**src/rtl/bcd_alu_seq.sv**
```systemverilog
// Digit-serial BCD add/subtract unit, one digit per clock, LSD first.
// Ports: clk, rst_n (async low), start, operation (2'b10 = sub),
//   num1_bcd/num2_bcd (4*DIGITS) in; busy, done, result_bcd, ovf,
//   neg, err out. Macro BCD_ALU_NEG_EN enables signed (FIX) results.
module bcd_alu_seq #(
  parameter int DIGITS = 4
) (
  input  logic                  clk,
  input  logic                  rst_n,
  input  logic                  start,
  input  logic [1:0]            operation,
  input  logic [4*DIGITS-1:0]   num1_bcd,
  input  logic [4*DIGITS-1:0]   num2_bcd,
  output logic                  busy,
  output logic                  done,
  output logic [4*DIGITS-1:0]   result_bcd,
  output logic                  ovf,
  output logic                  neg,
  output logic                  err
);

  localparam int W  = 4 * DIGITS;
  localparam int KW = (DIGITS > 1) ? $clog2(DIGITS) : 1;

  localparam logic [1:0] S_IDLE = 2'd0;
  localparam logic [1:0] S_CALC = 2'd1;
  localparam logic [1:0] S_FIX  = 2'd2;
  localparam logic [1:0] S_DONE = 2'd3;

  logic [1:0]    state_q, state_d;
  logic [W-1:0]  a_q, a_d;
  logic [W-1:0]  b_q, b_d;
  logic [W-1:0]  w_q, w_d;
  logic [W-1:0]  res_q, res_d;
  logic [KW-1:0] k_q, k_d;
  logic          c_q, c_d;
  logic          sub_q, sub_d;
  logic          ovf_q, ovf_d;
  logic          err_q, err_d;
`ifdef BCD_ALU_NEG_EN
  logic          neg_q, neg_d;
`endif

  // {carry/borrow out, result digit} for one BCD digit
  function automatic logic [4:0] dig_op(
    input logic [3:0] a,
    input logic [3:0] b,
    input logic       ci,
    input logic       sub
  );
    logic [4:0] s;
    if (sub) begin
      s = {1'b0, a} - {1'b0, b} - {4'b0, ci};
      if (s[4]) return {1'b1, s[3:0] + 4'd10};
      else      return {1'b0, s[3:0]};
    end else begin
      s = {1'b0, a} + {1'b0, b} + {4'b0, ci};
      if (s > 5'd9) return {1'b1, s[3:0] + 4'd6};
      else          return {1'b0, s[3:0]};
    end
  endfunction

  function automatic logic bad_bcd(input logic [W-1:0] v);
    logic bad;
    bad = 1'b0;
    for (int i = 0; i < DIGITS; i++)
      if (v[4*i +: 4] > 4'd9) bad = 1'b1;
    return bad;
  endfunction

  logic         accept;
  logic         last;
  logic         in_fix;
  logic [4:0]   step;
  logic [W+3:0] shin;
  logic [W-1:0] w_nx;

  assign accept = start &&
                  (state_q == S_IDLE || state_q == S_DONE);
  assign last   = (k_q == KW'(DIGITS - 1));
  assign in_fix = (state_q == S_FIX);

  // FIX reuses the subtract rule as 0 - r, giving the ten's complement
  assign step = dig_op(in_fix ? 4'd0 : a_q[3:0],
                       in_fix ? w_q[3:0] : b_q[3:0],
                       c_q,
                       in_fix | sub_q);

  // new digit enters at the top so digit 0 lands at the bottom
  assign shin = {step[3:0], w_q};
  assign w_nx = shin[W+3:4];

  always_comb begin
    state_d = state_q;
    a_d     = a_q;
    b_d     = b_q;
    w_d     = w_q;
    res_d   = res_q;
    k_d     = k_q;
    c_d     = c_q;
    sub_d   = sub_q;
    ovf_d   = ovf_q;
    err_d   = err_q;
`ifdef BCD_ALU_NEG_EN
    neg_d   = neg_q;
`endif
    unique case (state_q)
      S_IDLE, S_DONE: begin
        if (accept) begin
          a_d   = num1_bcd;
          b_d   = num2_bcd;
          sub_d = (operation == 2'b10);
          w_d   = '0;
          res_d = '0;
          k_d   = '0;
          c_d   = 1'b0;
          ovf_d = 1'b0;
          err_d = 1'b0;
`ifdef BCD_ALU_NEG_EN
          neg_d = 1'b0;
`endif
          if (bad_bcd(num1_bcd) || bad_bcd(num2_bcd)) begin
            err_d   = 1'b1;
            state_d = S_DONE;
          end else begin
            state_d = S_CALC;
          end
        end else begin
          state_d = S_IDLE;
        end
      end
      S_CALC: begin
        a_d = a_q >> 4;
        b_d = b_q >> 4;
        w_d = w_nx;
        c_d = step[4];
        k_d = k_q + 1'b1;
        if (last) begin
          k_d     = '0;
          c_d     = 1'b0;
          state_d = S_DONE;
          if (step[4] && !sub_q) begin
            res_d = {DIGITS{4'h9}};
            ovf_d = 1'b1;
          end else if (step[4]) begin
`ifdef BCD_ALU_NEG_EN
            state_d = S_FIX;
`else
            res_d = '0;
            ovf_d = 1'b1;
`endif
          end else begin
            res_d = w_nx;
          end
        end
      end
      S_FIX: begin
        w_d = w_nx;
        c_d = step[4];
        k_d = k_q + 1'b1;
        if (last) begin
          k_d     = '0;
          c_d     = 1'b0;
          res_d   = w_nx;
`ifdef BCD_ALU_NEG_EN
          neg_d   = 1'b1;
`endif
          state_d = S_DONE;
        end
      end
      default: state_d = S_IDLE;
    endcase
  end

  always_ff @(posedge clk or negedge rst_n) begin
    if (!rst_n) begin
      state_q <= S_IDLE;
      a_q     <= '0;
      b_q     <= '0;
      w_q     <= '0;
      res_q   <= '0;
      k_q     <= '0;
      c_q     <= 1'b0;
      sub_q   <= 1'b0;
      ovf_q   <= 1'b0;
      err_q   <= 1'b0;
`ifdef BCD_ALU_NEG_EN
      neg_q   <= 1'b0;
`endif
    end else begin
      state_q <= state_d;
      a_q     <= a_d;
      b_q     <= b_d;
      w_q     <= w_d;
      res_q   <= res_d;
      k_q     <= k_d;
      c_q     <= c_d;
      sub_q   <= sub_d;
      ovf_q   <= ovf_d;
      err_q   <= err_d;
`ifdef BCD_ALU_NEG_EN
      neg_q   <= neg_d;
`endif
    end
  end

  assign busy       = (state_q == S_CALC) || (state_q == S_FIX);
  assign done       = (state_q == S_DONE);
  assign result_bcd = res_q;
  assign ovf        = ovf_q;
  assign err        = err_q;
`ifdef BCD_ALU_NEG_EN
  assign neg        = neg_q;
`else
  assign neg        = 1'b0;
`endif

endmodule

```
**config.mk**
```make
export PLATFORM = sky130hd
export DESIGN_NAME = bcd_alu_seq
export DESIGN_NICKNAME = d
export VERILOG_FILES = /design/src/rtl/bcd_alu_seq.sv
export SDC_FILE = /design/constraint.sdc
export NUM_CORES = 1
export LEC_CHECK = 0
export ABC_AREA = 1
export CORE_AREA = 2 2 102 104
export CTS_BUF_LIST = sky130_fd_sc_hd__clkbuf_4 sky130_fd_sc_hd__clkbuf_8
export CTS_CLUSTER_DIAMETER = 150
export DETAILED_ROUTE_END_ITERATION = 8
export DIE_AREA = 0 0 104 106
export PLACE_DENSITY = 0.73
export SYNTH_ARGS = -nofsm -noshare
export SYNTH_HDL_FRONTEND = slang
export SYNTH_SLANG_ARGS = --single-unit
```
**constraint.sdc**
```tcl
create_clock -name clk -period 8.3 [get_ports clk]
set_clock_uncertainty 0.05 [all_clocks]
set_input_delay 2.49 -clock clk [delete_from_list [all_inputs] [get_ports clk]]
set_output_delay 2.49 -clock clk [all_outputs]
set_load 0.03 [all_outputs]
```
Word level (Yosys, flattened, before mapping) --
Index checks and enable logic that the tools add are counted. W data, S select, Z words.
Word-level totals: register bits 72
Cells by class: add/subtract/negate cells 7, $lt $le $gt $ge 9, equality and inequality tests 10, muxes and demuxes 43, bitwise gates (word level) 1, reduce and logical (&&, ||, !) cells 14
Operators with widths (number):
- $mux W16 | 7
- $pmux W16 S2 | 3
- $pmux W16 S3 | 1
- $gt A4 B4 Y1 const B | 8
- $mux W1 | 18
- $mux W5 | 3
- $mux W2 | 5
- $eq A2 B2 Y1 const B | 4
- $mux W4 | 2
- $pmux W2 S2 | 2
- $ne A2 B2 Y1 const B | 3
- $add A4 B4 Y5 | 1
- $add A5 B1 Y5 | 1
- $gt A5 B4 Y1 const B | 1
- $sub A4 B4 Y5 | 1
- $sub A5 B1 Y5 | 1
- $add A4 B3 Y4 const B | 1
- $add A4 B4 Y4 const B | 1
- $pmux W1 S2 | 2
- $reduce_and A2 Y1 | 2
- $reduce_and A4 Y1 | 1
- $reduce_or A2 Y1 | 2
- $logic_or A1 B1 Y1 | 3
- $ne A3 B3 Y1 const B | 1
- 9 further kinds | 10

Depth between registers and ports, before layout --
depth after elaboration 11, depth in mapped cells 28, mapped depth without buffers 27

Worst setup path before layout --
No wires, ideal clock.
kind reg2out, start register state_q[0], end output busy, arrival 1.078 ns, required time 5.760 ns, path slack 4.682 ns, cell stages (with the launch flop) 5, buffers on the path 1, cells stage by stage dfrtp_1 inv_1 ha_1 inv_2 buf_2
Between the ends: cells in the longest elaborated chain, start to end 2, elaborated cells between the ends (all ways) 3, those cells by class eq/ne: 2; reduce/logical: 1
RTL lines:
- start, declared | line 30 | logic [1:0] state_q, state_d;
- start signal, assigned | line 191 | state_q <= state_d;
- $eq A2 B1 Y1 or $eq A2 B2 Y1 (tied branches) | line 207 | assign busy = (state_q == S_CALC) || (state_q == S_FIX);
- $logic_or A1 B1 Y1 (*) | line 207
- end, declared | line 14 | output logic busy,
Every way passes the cells marked *; elsewhere a longest branch is shown, timed or not.

Final worst setup path --
Ends and elaborated chain as after synthesis.

==> summary.md <==
| Metric | Value |
|---|---|
| CTS-repair resized insts | 0 |
| WS Path Type | register to output port |
| Number of maximum-capacitance violations | 0 |
| Post-synth top area share | 46.3% |
| Vias | 3313 |
| RSZ-0062 raised after global routing | no |
| Relative slew margins | 39.5% |
| Hold_ws | 0.442 ns |
| Cells after Synth | 487 |
| Clock sinks | 72 |
| Hold-fix buffer count after cts | 0 |
| Drt pass-1 iters | 4 |
| Pre-CTS setup slack | 3.69 ns |
| Status | finished, final reports clean |
| WL final | 8590 um |
| Layout cells sized above 1 | 7.95% |
| # nets final | 590 |
| Final HPWL DP | 6200 um |
| Final setup fails | 0 |
| Cell area after synthesis | 0.00389 mm2 |
| Worst setup margin | 3.32 ns |
| Final period utilization | 60.0% |
| Hold depth | 2 |
| CTS tree | built |
| Period minus WS final | 4.98 ns |
| Worst-margin pin slew | 0.907 ns |
| Seq/Total Area, Yosys | 46.3% |
| Synth warnings | 0 |
| Primary FF master, synth | dfrtp_1 |
| Clock latency on the worst-skew pair | 0.35 ns |
| Post-route DRC | 0 |
| Unique masters post-synth | 41 |
| CP startpoint kind | register |
| Initial antenna violation count | 0 |
| Pin count of the biggest net entering global routing | 73 |
| Hold Path Origin | result_bcd[11]$_DFFE_PN0P_ |
| Critical Path Fanout Max | 21 |
| WHS Endpoint | result_bcd[11]$_DFFE_PN0P_ |
| Critical Path End Type | output port |
| Setup Fix Bufs, Post-CTS | 0 |
| Final Max Tran Viols | 0 |
| Multi-input logic area | 0.00177 mm2 |
| Die width | 104 um |
| Placed cells | 661 |
| Drt via density | 4.89 |
| Syn_nets | 541 |
| Die Y | 106 um |
| Starting density of the core | 38.9% |
| Max Clk Rate | 0.201 GHz |
| Endpoints failing hold | 0 |
| Synth Register Bits | 72 |
| GRT Util Overall | 16.5% |
| Final std cells w/o fill | 677 |
| Core Footprint | 0.0100 mm2 |
| I/O Buffers | 56 |
| Worst Path Arrival | 2.44 ns |
| Syn_area_per_cell | 7.99 um2 |
| TNS Setup | 0 ns |
| Clock-pin transition on the worst setup and hold timing paths | 0.09 ns |
| FF-to-FF path depth | 22 |
| Fill cells | 1008 |
| Area occupied by registers | 0.00180 mm2 |
| Vias in the first global route | 3302 |
| Inserted Clock Buffers | 9 |
| Core Rows | 37 |
| R2R setup slack | 4.36 ns |
| Area contributors post-synth | dfrtp_1 46%, nand2_1 14%, inv_1 5.2%, ha_1 4.8%, nand3_1 4.8% |
| Root Buffer | clkbuf_8 |
| First-pass GRT wire length | 14900 um |
| Largest area contributor in the netlist | dfrtp_1 |
| GPL Wtd Cong | 0.846 |
| Initial DRC Count | 186 |
| Required time worst endpoint | 5.76 ns |
| Total gr overflow | 0 |
| Worst hold path class | register to register |
| Total die area | 0.0110 mm2 |
| Number of synthesized flops with an enable pin | 0 |
| Async S/R FF share, synth | 100% |
| # diodes | 0 |
| # IOs | 58 |
| Max Buffers Root-to-Sink | 2 |
| Area added between synthesis and finish | 21.8% |
| Routed Antenna Nets | 0 |
| H-Tree Depth | 3 |
| Avg WL per Cell | 12.7 um |
| Reg-to-reg critical path endpoint | result_bcd[13]$_DFFE_PN0P_ |
| Worst reg2reg startpoint | state_q[0]$_DFFE_PN0P_ |
==> cells by family (layout without fill, tap and decap cells) <==
group                      Yosys count  count (layout)  share of synthesized area, %
AOI/OAI and AO/OA                   82              82                          12.5
xor gates and xnor gates             3               3                         0.869
adders and majority gates           17              17                          5.86
buffers and inverters               82             136                          8.53
DFF                                 72              72                          46.3
muxes                                1               1                         0.257
other                                1               1                        0.0964
and+or+nand+nor                    229             229                          25.5
==> layout make-up <==
type	count	area share (%)
Sequential cell	72	38.1
Clock inverter	7	1.32
Inverter	61	4.89
Clock buffer	9	2.62
Timing Repair Buffer	59	12.2
Tap cell	136	3.59
Multi-Input combinational cell	333	37.3
==> synthesized netlist by cell type (5+ instances only) <==
cell type	count
a31oi_1	24
buf_2	8
inv_1	54
nand3_1	37
dfrtp_1	72
a21oi_1	5
o21ai_1	15
ha_1	15
nand2_1	142
nor2_1	34
clkbuf_1	10
o22ai_1	10
inv_2	5
o21ai_0	20
==> worst max-delay path, cell delays in order, from the launching register on <==
cell	delay, ns
dfrtp_1	0.39
inv_1	0.07
ha_1	0.71
inv_2	0.26
clkdlybuf4s50_1	0.66
==> worst max-delay path by stage <==
stage,start,slack [ns],endpoint
final,state_q[0]$_DFFE_PN0P_,3.32,busy
after global routing,state_q[0]$_DFFE_PN0P_,3.15,busy
after CTS,state_q[0]$_DFFE_PN0P_,3.30,busy
after floorplan,state_q[0]$_DFFE_PN0P_,4.68,busy
after detailed placement,state_q[0]$_DFFE_PN0P_,3.69,busy
after global placement,state_q[0]$_DFFE_PN0P_,3.77,busy
==> registers in the layout, indices dropped and copies added, names as in the netlist <==
name,cells
a_q,16
ovf,1
w_q,16
k_q,2
sub_q,1
b_q,16
result_bcd,16
state_q,2
err,1
c_q,1
==> cell usage in the layout, fill, tap and decap left out, types with 2 or more instances in the layout <==
cell type / Yosys / layout
a21oi_1: 5 / 4
nand2_1: 142 / 142
inv_1: 54 / 54
nor2_2: 2 / 2
o21ai_0: 20 / 20
nand3_1: 37 / 37
ha_1: 15 / 15
a31oi_1: 24 / 24
inv_8: 0 / 2
o21ai_1: 15 / 15
clkinvlp_4: 0 / 3
buf_4: 1 / 3
dfrtp_1: 72 / 72
a21oi_4: 1 / 2
o21bai_1: 2 / 2
clkbuf_8: 0 / 9
fa_1: 2 / 2
nand2_2: 2 / 2
inv_2: 5 / 5
nand3_2: 2 / 2
nand3_4: 2 / 2
nand4_1: 2 / 2
nor2_4: 2 / 2
or2_2: 2 / 2
clkdlybuf4s50_1: 0 / 55
o22ai_1: 10 / 10
inv_6: 0 / 2
nor2_1: 34 / 34
==> metal layers <==
layer	share of wire, %	global-route usage, %
met1	45	20.7
met2	48	28.6
met3	6.1	3.80
met4	1.1	4.44
met5	0	0
==> metrics by stage <==
stage	area [um2]	util [%]
finish	4730	47.3
global route	4730	47.3
CTS	4730	47.3
detailed placement	4550	45.5
global placement	4550	45.5
floorplan	3890	-
Power is not shown: default switching activity piles up to over one toggle a cycle in this logic, so the estimate is an artifact.
